$ cat config.mk
export PLATFORM = sky130hd
export DESIGN_NAME = addr_latch_8_scan
export DESIGN_NICKNAME = d
export VERILOG_FILES = /design/src/rtl/addr_latch_pkg.sv /design/src/rtl/scan_seq.sv /design/src/rtl/addr_latch_8_scan.sv
export SDC_FILE = /design/constraint.sdc
export NUM_CORES = 1
export LEC_CHECK = 0
export ABC_AREA = 1
export CAP_MARGIN = 15
export CORE_MARGIN = 3
export CORE_UTILIZATION = 40
export CTS_BUF_LIST = sky130_fd_sc_hd__clkbuf_4 sky130_fd_sc_hd__clkbuf_8
export DETAILED_ROUTE_END_ITERATION = 10
export HOLD_SLACK_MARGIN = 0.1
export PLACE_DENSITY = 0.66
export SYNTH_ARGS = -nofsm -noshare
export SYNTH_HDL_FRONTEND = slang
export SYNTH_HIERARCHICAL = 1
export SYNTH_SLANG_ARGS = --single-unit
$ cat constraint.sdc
create_clock -name CLK -period 4.2 [get_ports CLK]
set_input_delay 0.84 -clock CLK [delete_from_list [all_inputs] [get_ports CLK]]
set_output_delay 0.84 -clock CLK [all_outputs]
set_load 0.005 [all_outputs]
$ cat src/rtl/addr_latch_pkg.sv
`default_nettype none
// ============================================================================
// Module      : addr_latch_pkg
// Description : Shared types and helpers for the addressable-latch scan block:
//               write-mode encodings, sequencer state, counter-width function.
// Revision    : 1.0 - initial release
// ============================================================================
package addr_latch_pkg;

    // Number of addressable latch slots (one per mux select value)
    localparam int c_num_slots = 8;

    // Write mode, encoded directly from {CLR_n, E_n}
    typedef enum logic [1:0] {
        MODE_DEMUX  = 2'b00,  // addressed bit <= D, all others cleared
        MODE_CLEAR  = 2'b01,  // every bit cleared
        MODE_LATCH  = 2'b10,  // addressed bit <= D, all others hold
        MODE_MEMORY = 2'b11   // every bit holds
    } mode_t;

    // Address sequencer state
    typedef enum logic [0:0] {
        ST_IDLE     = 1'b0,   // external address drives the latch
        ST_SCANNING = 1'b1    // internal slot address drives the latch
    } state_t;

    // Ceiling log2 with a floor of 1, so a single-cycle dwell still gets a
    // one-bit counter rather than a zero-width vector.
    function automatic int clog2_min1(input int value);
        int width;
        width = 1;
        for (int i = 1; i < 31; i++) begin
            if ((1 << i) < value) begin
                width = i + 1;
            end
        end
        return width;
    endfunction

endpackage : addr_latch_pkg
`default_nettype wire

$ cat src/rtl/scan_seq.sv
`default_nettype none
// ============================================================================
// Module      : scan_seq
// Description : Slot address sequencer. Holds each select address for DWELL
//               cycles, strobes a write on the last cycle of every slot and
//               pulses o_frame_done once the final slot has been sampled.
// Revision    : 1.0 - initial release
// ============================================================================
module scan_seq
    import addr_latch_pkg::*;
#(
    parameter int DWELL = 4
)
(
    input  logic       clk,
    input  logic       rst_n,
    input  logic       i_scan,
    output logic       o_wr_stb,
    output logic       o_active,
    output logic [2:0] o_slot,
    output logic       o_frame_done
);

    localparam int              CNT_W      = clog2_min1(DWELL);
    localparam logic [CNT_W-1:0] c_cnt_last = CNT_W'(DWELL - 1);

    state_t           r_state;
    logic [CNT_W-1:0] r_cnt;
    logic [2:0]       r_sa;
    logic             r_frame_done;

    logic             w_last_cycle;

    // The last dwell cycle of a slot is the only cycle that samples D.
    assign w_last_cycle = (r_cnt == c_cnt_last);

    // Write strobe only while scanning continues; a falling SCAN never writes.
    assign o_wr_stb     = (r_state == ST_SCANNING) && i_scan && w_last_cycle;
    assign o_active     = (r_state == ST_SCANNING);
    assign o_slot       = r_sa;
    assign o_frame_done = r_frame_done;

    // Sequencer FSM: dwell counter, slot address and frame pulse.
    always_ff @(posedge clk) begin
        if (!rst_n) begin
            r_state      <= ST_IDLE;
            r_cnt        <= '0;
            r_sa         <= 3'd0;
            r_frame_done <= 1'b0;
        end else begin
            r_frame_done <= 1'b0;
            case (r_state)
                ST_IDLE: begin
                    // Entry always lands on slot 0 with a fresh dwell count.
                    r_cnt <= '0;
                    r_sa  <= 3'd0;
                    if (i_scan) begin
                        r_state <= ST_SCANNING;
                    end
                end
                ST_SCANNING: begin
                    if (!i_scan) begin
                        // Abort: drop back to idle with no frame pulse.
                        r_state <= ST_IDLE;
                        r_cnt   <= '0;
                        r_sa    <= 3'd0;
                    end else if (w_last_cycle) begin
                        r_cnt <= '0;
                        r_sa  <= r_sa + 3'd1;
                        if (r_sa == 3'(c_num_slots - 1)) begin
                            r_frame_done <= 1'b1;
                        end
                    end else begin
                        r_cnt <= r_cnt + CNT_W'(1);
                    end
                end
                default: begin
                    r_state <= ST_IDLE;
                    r_cnt   <= '0;
                    r_sa    <= 3'd0;
                end
            endcase
        end
    end

endmodule : scan_seq
`default_nettype wire

$ cat src/rtl/addr_latch_8_scan.sv
`default_nettype none
// ============================================================================
// Module      : addr_latch_8_scan
// Description : Clocked 74LS259-style 8-bit addressable latch / 1-of-8 demux
//               with an optional auto-scan sequencer that drives an upstream
//               8:1 mux select and rebuilds the parallel byte from its output.
// Revision    : 1.0 - initial release
// ============================================================================
module addr_latch_8_scan
    import addr_latch_pkg::*;
#(
    parameter int DWELL = 4
)
(
    input  logic CLK,
    input  logic RST_n,
    input  logic E_n,
    input  logic CLR_n,
    input  logic SCAN,
    input  logic A2,
    input  logic A1,
    input  logic A0,
    input  logic D,
    output logic Q7,
    output logic Q6,
    output logic Q5,
    output logic Q4,
    output logic Q3,
    output logic Q2,
    output logic Q1,
    output logic Q0,
    output logic SA2,
    output logic SA1,
    output logic SA0,
    output logic FRAME_DONE
);

    logic [7:0] r_q;

    logic       w_scan_wr;
    logic       w_scan_active;
    logic [2:0] w_slot;
    logic       w_frame_done;

    mode_t      w_mode;
    logic       w_ext_wr;
    logic       w_write;
    logic       w_hold_exit;
    logic [2:0] w_addr;
    logic [7:0] w_onehot;

    scan_seq #(
        .DWELL        (DWELL)
    ) u_scan_seq (
        .clk          (CLK),
        .rst_n        (RST_n),
        .i_scan       (SCAN),
        .o_wr_stb     (w_scan_wr),
        .o_active     (w_scan_active),
        .o_slot       (w_slot),
        .o_frame_done (w_frame_done)
    );

    assign w_mode      = mode_t'({CLR_n, E_n});

    // Idle with SCAN low: every edge writes at the external address.
    assign w_ext_wr    = !w_scan_active && !SCAN;
    assign w_write     = w_ext_wr || w_scan_wr;

    // The edge that leaves scanning keeps Q untouched whatever the mode.
    assign w_hold_exit = w_scan_active && !SCAN;

    assign w_addr      = w_ext_wr ? {A2, A1, A0} : w_slot;
    assign w_onehot    = 8'b0000_0001 << w_addr;

    // Latch array: mode applied on write edges; clear also acts between writes.
    always_ff @(posedge CLK) begin
        if (!RST_n) begin
            r_q <= 8'h00;
        end else if (w_write) begin
            case (w_mode)
                MODE_LATCH:  r_q[w_addr] <= D;
                MODE_MEMORY: r_q         <= r_q;
                MODE_DEMUX:  r_q         <= D ? w_onehot : 8'h00;
                MODE_CLEAR:  r_q         <= 8'h00;
                default:     r_q         <= r_q;
            endcase
        end else if (!w_hold_exit && (w_mode == MODE_CLEAR)) begin
            r_q <= 8'h00;
        end
    end

    assign {Q7, Q6, Q5, Q4, Q3, Q2, Q1, Q0} = r_q;
    assign {SA2, SA1, SA0}                  = w_slot;
    assign FRAME_DONE                       = w_frame_done;

endmodule : addr_latch_8_scan
`default_nettype wire

==> metrics list <==
- For the worst setup path, the data required time is 4.43 ns.
- Of the total power, the share spent switching nets is 0.2952.
- Synthesized Nets: 141
* Placer's final routability congestion estimate: 0.7724
* Worst Hold Path Cells: 1
- Placement Rows: 16
- Starting Density: 0.4363
* I/O pin count: 21
- The worst setup path is of the in2reg kind.
* Overall Global Routing Usage: 0.1595
- Final net count: 166
- Max-Slew Margin vs Limit: 0.7341
- Post-CTS timing repair inserted 0 buffers for setup.
- In the finished design, the share of the clock period the worst path needs comes to 0.5359.
* Ranking of synthesized cells by area: dfxtp_1, nand2_1, nand3_1
* Overflow after GRT: 0
- Setup repair after global routing missed its margin: no
- Area share of the largest cell type after synthesis: 0.3371
- Wire length of the first global-routing pass: 3270 um
- Number of antenna cells inserted: 0
* Dpl hpwl: 1497 um
- Post-route setup TNS: 0 ns
* Sw power: 0.08227 mW
- The endpoint identified for the worst register-to-register timing path is r_q[5].
- Dividing the detail-routed wire length by the instance count gives 11.00 um.
* Number of H-tree levels: 1
- Once placement completed, the tool counted placed cells totaling 176.
* DRT iter0 DRCs: 23
- The die is 53.19 um wide.
* Launch point of the worst path: SCAN
* Count of input and output buffers: 20
- In the final layout, flip-flops and latches occupy 300.3 um2.
* Inserted Clock Buffers: 3
* Largest buffer count on any clock path: 2
- Design internal power: 0.1964 mW
* Root Buffer: clkbuf_4
* Largest net degree at the start of global routing: 10
- Maximum resistive drop on vdd: 0.1596 mV
- Synthesis produced 129 cells.
* Arrival time of the worst setup path: 2.48 ns
* Part of the total power dissipated in sequential elements: 0.518
* Highest attainable clock frequency: 444.3 MHz
- Non-filler cells, final: 180
- In this run the cell area of the synthesized design comes to 890.9 um2.
* Number of buffers added to fix hold violations after cts: 0
- FILL cells: 211
* Chip height: 53.19 um
* Pwr Density: 241.8 nW/um2
- Via count of the first global-routing pass: 767
* Count of cell types in the netlist: 18
* Clock tree from TritonCTS: built
- The routed layout has 876 vias.
- Setup violations remaining at the end of the flow were counted as 0.
- Portion of total power attributed to the clock network: 0.312
- Leading area contributor after synthesis: dfxtp_1
- Min cycle time layout: 2.251 ns
* Slew Viols, Final: 0
- After layout, the design draws a total of 0.2787 mW.
- Top library cells by usage in the layout, fill and taps aside: nand2_1, clkdlybuf4s50_1, dfxtp_1, inv_1, nand3_1
- The flow ran to the end, and the final reports show no timing, DRC or antenna violations.
* Most common cell after layout, fill and taps aside: nand2_1
- Type of element capturing the critical path: flip-flop
* Multi-input combinational cell area: 534.3 um2
* R2r worst-path depth: 9
- Signed area change from the synthesized netlist to the final layout: 29.35%
* Sequential element share of the synthesized area: 0.3371
- Dividing the synthesized area by the synthesized cell count gives 6.906 um2.
- The final hold violation count came to 0.
- The setup check on the worst reg-to-reg path leaves a slack of 2.56 ns.
- Drt pass-1 iters: 4
- The synthesized design contains 15 register bits.
- Clock-pin slew was measured on the worst setup and hold paths at 0.09 ns.
- The critical path ends at r_q[5].
* Total of cells resized after clock tree synthesis: 0
- Across the routed clock network, the largest skew measured is 0.005816 ns.
- Placeable core region: 2042 um2
- In this run the critical register-to-register path is launched from u_scan_seq/r_cnt[0].
- Class of the most critical hold timing path: reg2reg
- At the pin with the least slew margin, the transition time is 0.3988 ns.
- Total number of yosys warnings: 6
* Die Area: 2829 um2
- In the final layout, the share of cells above drive strength 1 is 0.1307.
- Per-cell via count in the routed design: 4.867
* Combinational cell fraction of total power: 0.170
- Leakage power: 0.4814 nW
- For the worst-skew pair, the clock arrives at the later sink with an insertion delay of 0.29 ns.
* Launching element type of the critical path: primary input
- After detailed routing, the number of remaining DRC violations is 0.
* Drt total wl: 1980 um
- Along the worst path, the maximum fanout reaches 8.
- In this run the remaining antenna-violating nets after routing total 0.
- The initial antenna violation count is 0.
* Number of max-cap violations: 0
* Clock sink count: 15
-- metrics by stage --
stage	setup slack [ns]	area, um2	utilization	hold WS [ns]
3_3_place_gp	1.724	1125	0.5509	0.4049
2_1_floorplan	2.481	890.9	-	0.3973
3_5_place_dp	1.660	1125	0.5509	0.4137
5_1_grt	1.827	1152	0.5643	0.4376
6_report	1.949	1152	0.5643	0.4237
4_1_cts	1.979	1152	0.5643	0.4286
-- kinds of logic (layout without fill, tap and decap cells) --
| family | count (synthesis) | after routing | synth area share |
|---|---|---|---|
| AOI/OAI and AO/OA | 12 | 12 | 0.09832 |
| adders and majority gates | 3 | 3 | 0.04214 |
| buffers and inverters | 15 | 39 | 0.06320 |
| DFF | 15 | 15 | 0.3371 |
| and+or+nand+nor | 84 | 84 | 0.4593 |
-- area by class of cell --
cell class	count	area share
multi-input combinational	99	0.4636
sequential	15	0.2606
timing repair buffer	20	0.1737
inverter	15	0.04886
tap	27	0.02932
clock buffer	3	0.01954
clock inverter	1	0.004343
-- state kept, by name, indices dropped and copies added, names as in the netlist --
register,count
r_q,8
u_scan_seq/o_slot,3
u_scan_seq/r_cnt,2
u_scan_seq/o_active,1
u_scan_seq/o_frame_done,1
-- synth_stat cells (all sizes together) --
cell   number
a21oi       9
o21ai       2
ha          3
nor3b       1
dfxtp      15
nand2      55
inv        15
o31ai       1
nand4       8
nor2        8
nand3      12
-- worst min-delay path by stage --
stage | from | end | slack (ns)
after floorplan | u_scan_seq/r_cnt[0] | u_scan_seq/r_cnt[0] | 0.40
after CTS | u_scan_seq/r_cnt[0] | u_scan_seq/r_cnt[0] | 0.43
after global placement | u_scan_seq/r_cnt[0] | u_scan_seq/r_cnt[0] | 0.40
final | u_scan_seq/r_cnt[0] | u_scan_seq/r_cnt[0] | 0.42
after global routing | u_scan_seq/r_cnt[0] | u_scan_seq/r_cnt[0] | 0.44
after detailed placement | u_scan_seq/r_cnt[0] | u_scan_seq/r_cnt[0] | 0.41
-- critical path, stage by stage --
cell,delay [ns]
clkdlybuf4s50_1,0.60
nand3_1,0.13
inv_1,0.14
inv_1,0.11
nand2_4,0.10
nand2_4,0.06
nor2_4,0.20
nand4_1,0.14
a21oi_1,0.15
-- power by group through the flow --
stage	combinational, mW	clock [mW]	sequential (mW)
after floorplan	0.0315	0	0.147
after global placement	0.0468	0	0.148
after detailed placement	0.0474	0	0.148
after CTS	0.0477	0.0913	0.144
after global routing	0.0537	0.0961	0.145
final	0.0475	0.0869	0.144
-- per-layer routing --
| layer | wire length, um | share of wire | GRT usage |
|---|---|---|---|
| met3 | 127 | 0.064 | 0.06197 |
| met4 | 10 | 0.0051 | 0.02553 |
| met5 | 0 | 0 | 0 |
| met2 | 891 | 0.45 | 0.2541 |
| met1 | 952 | 0.48 | 0.2054 |
Note: power is estimated with default switching activity, not from simulation.
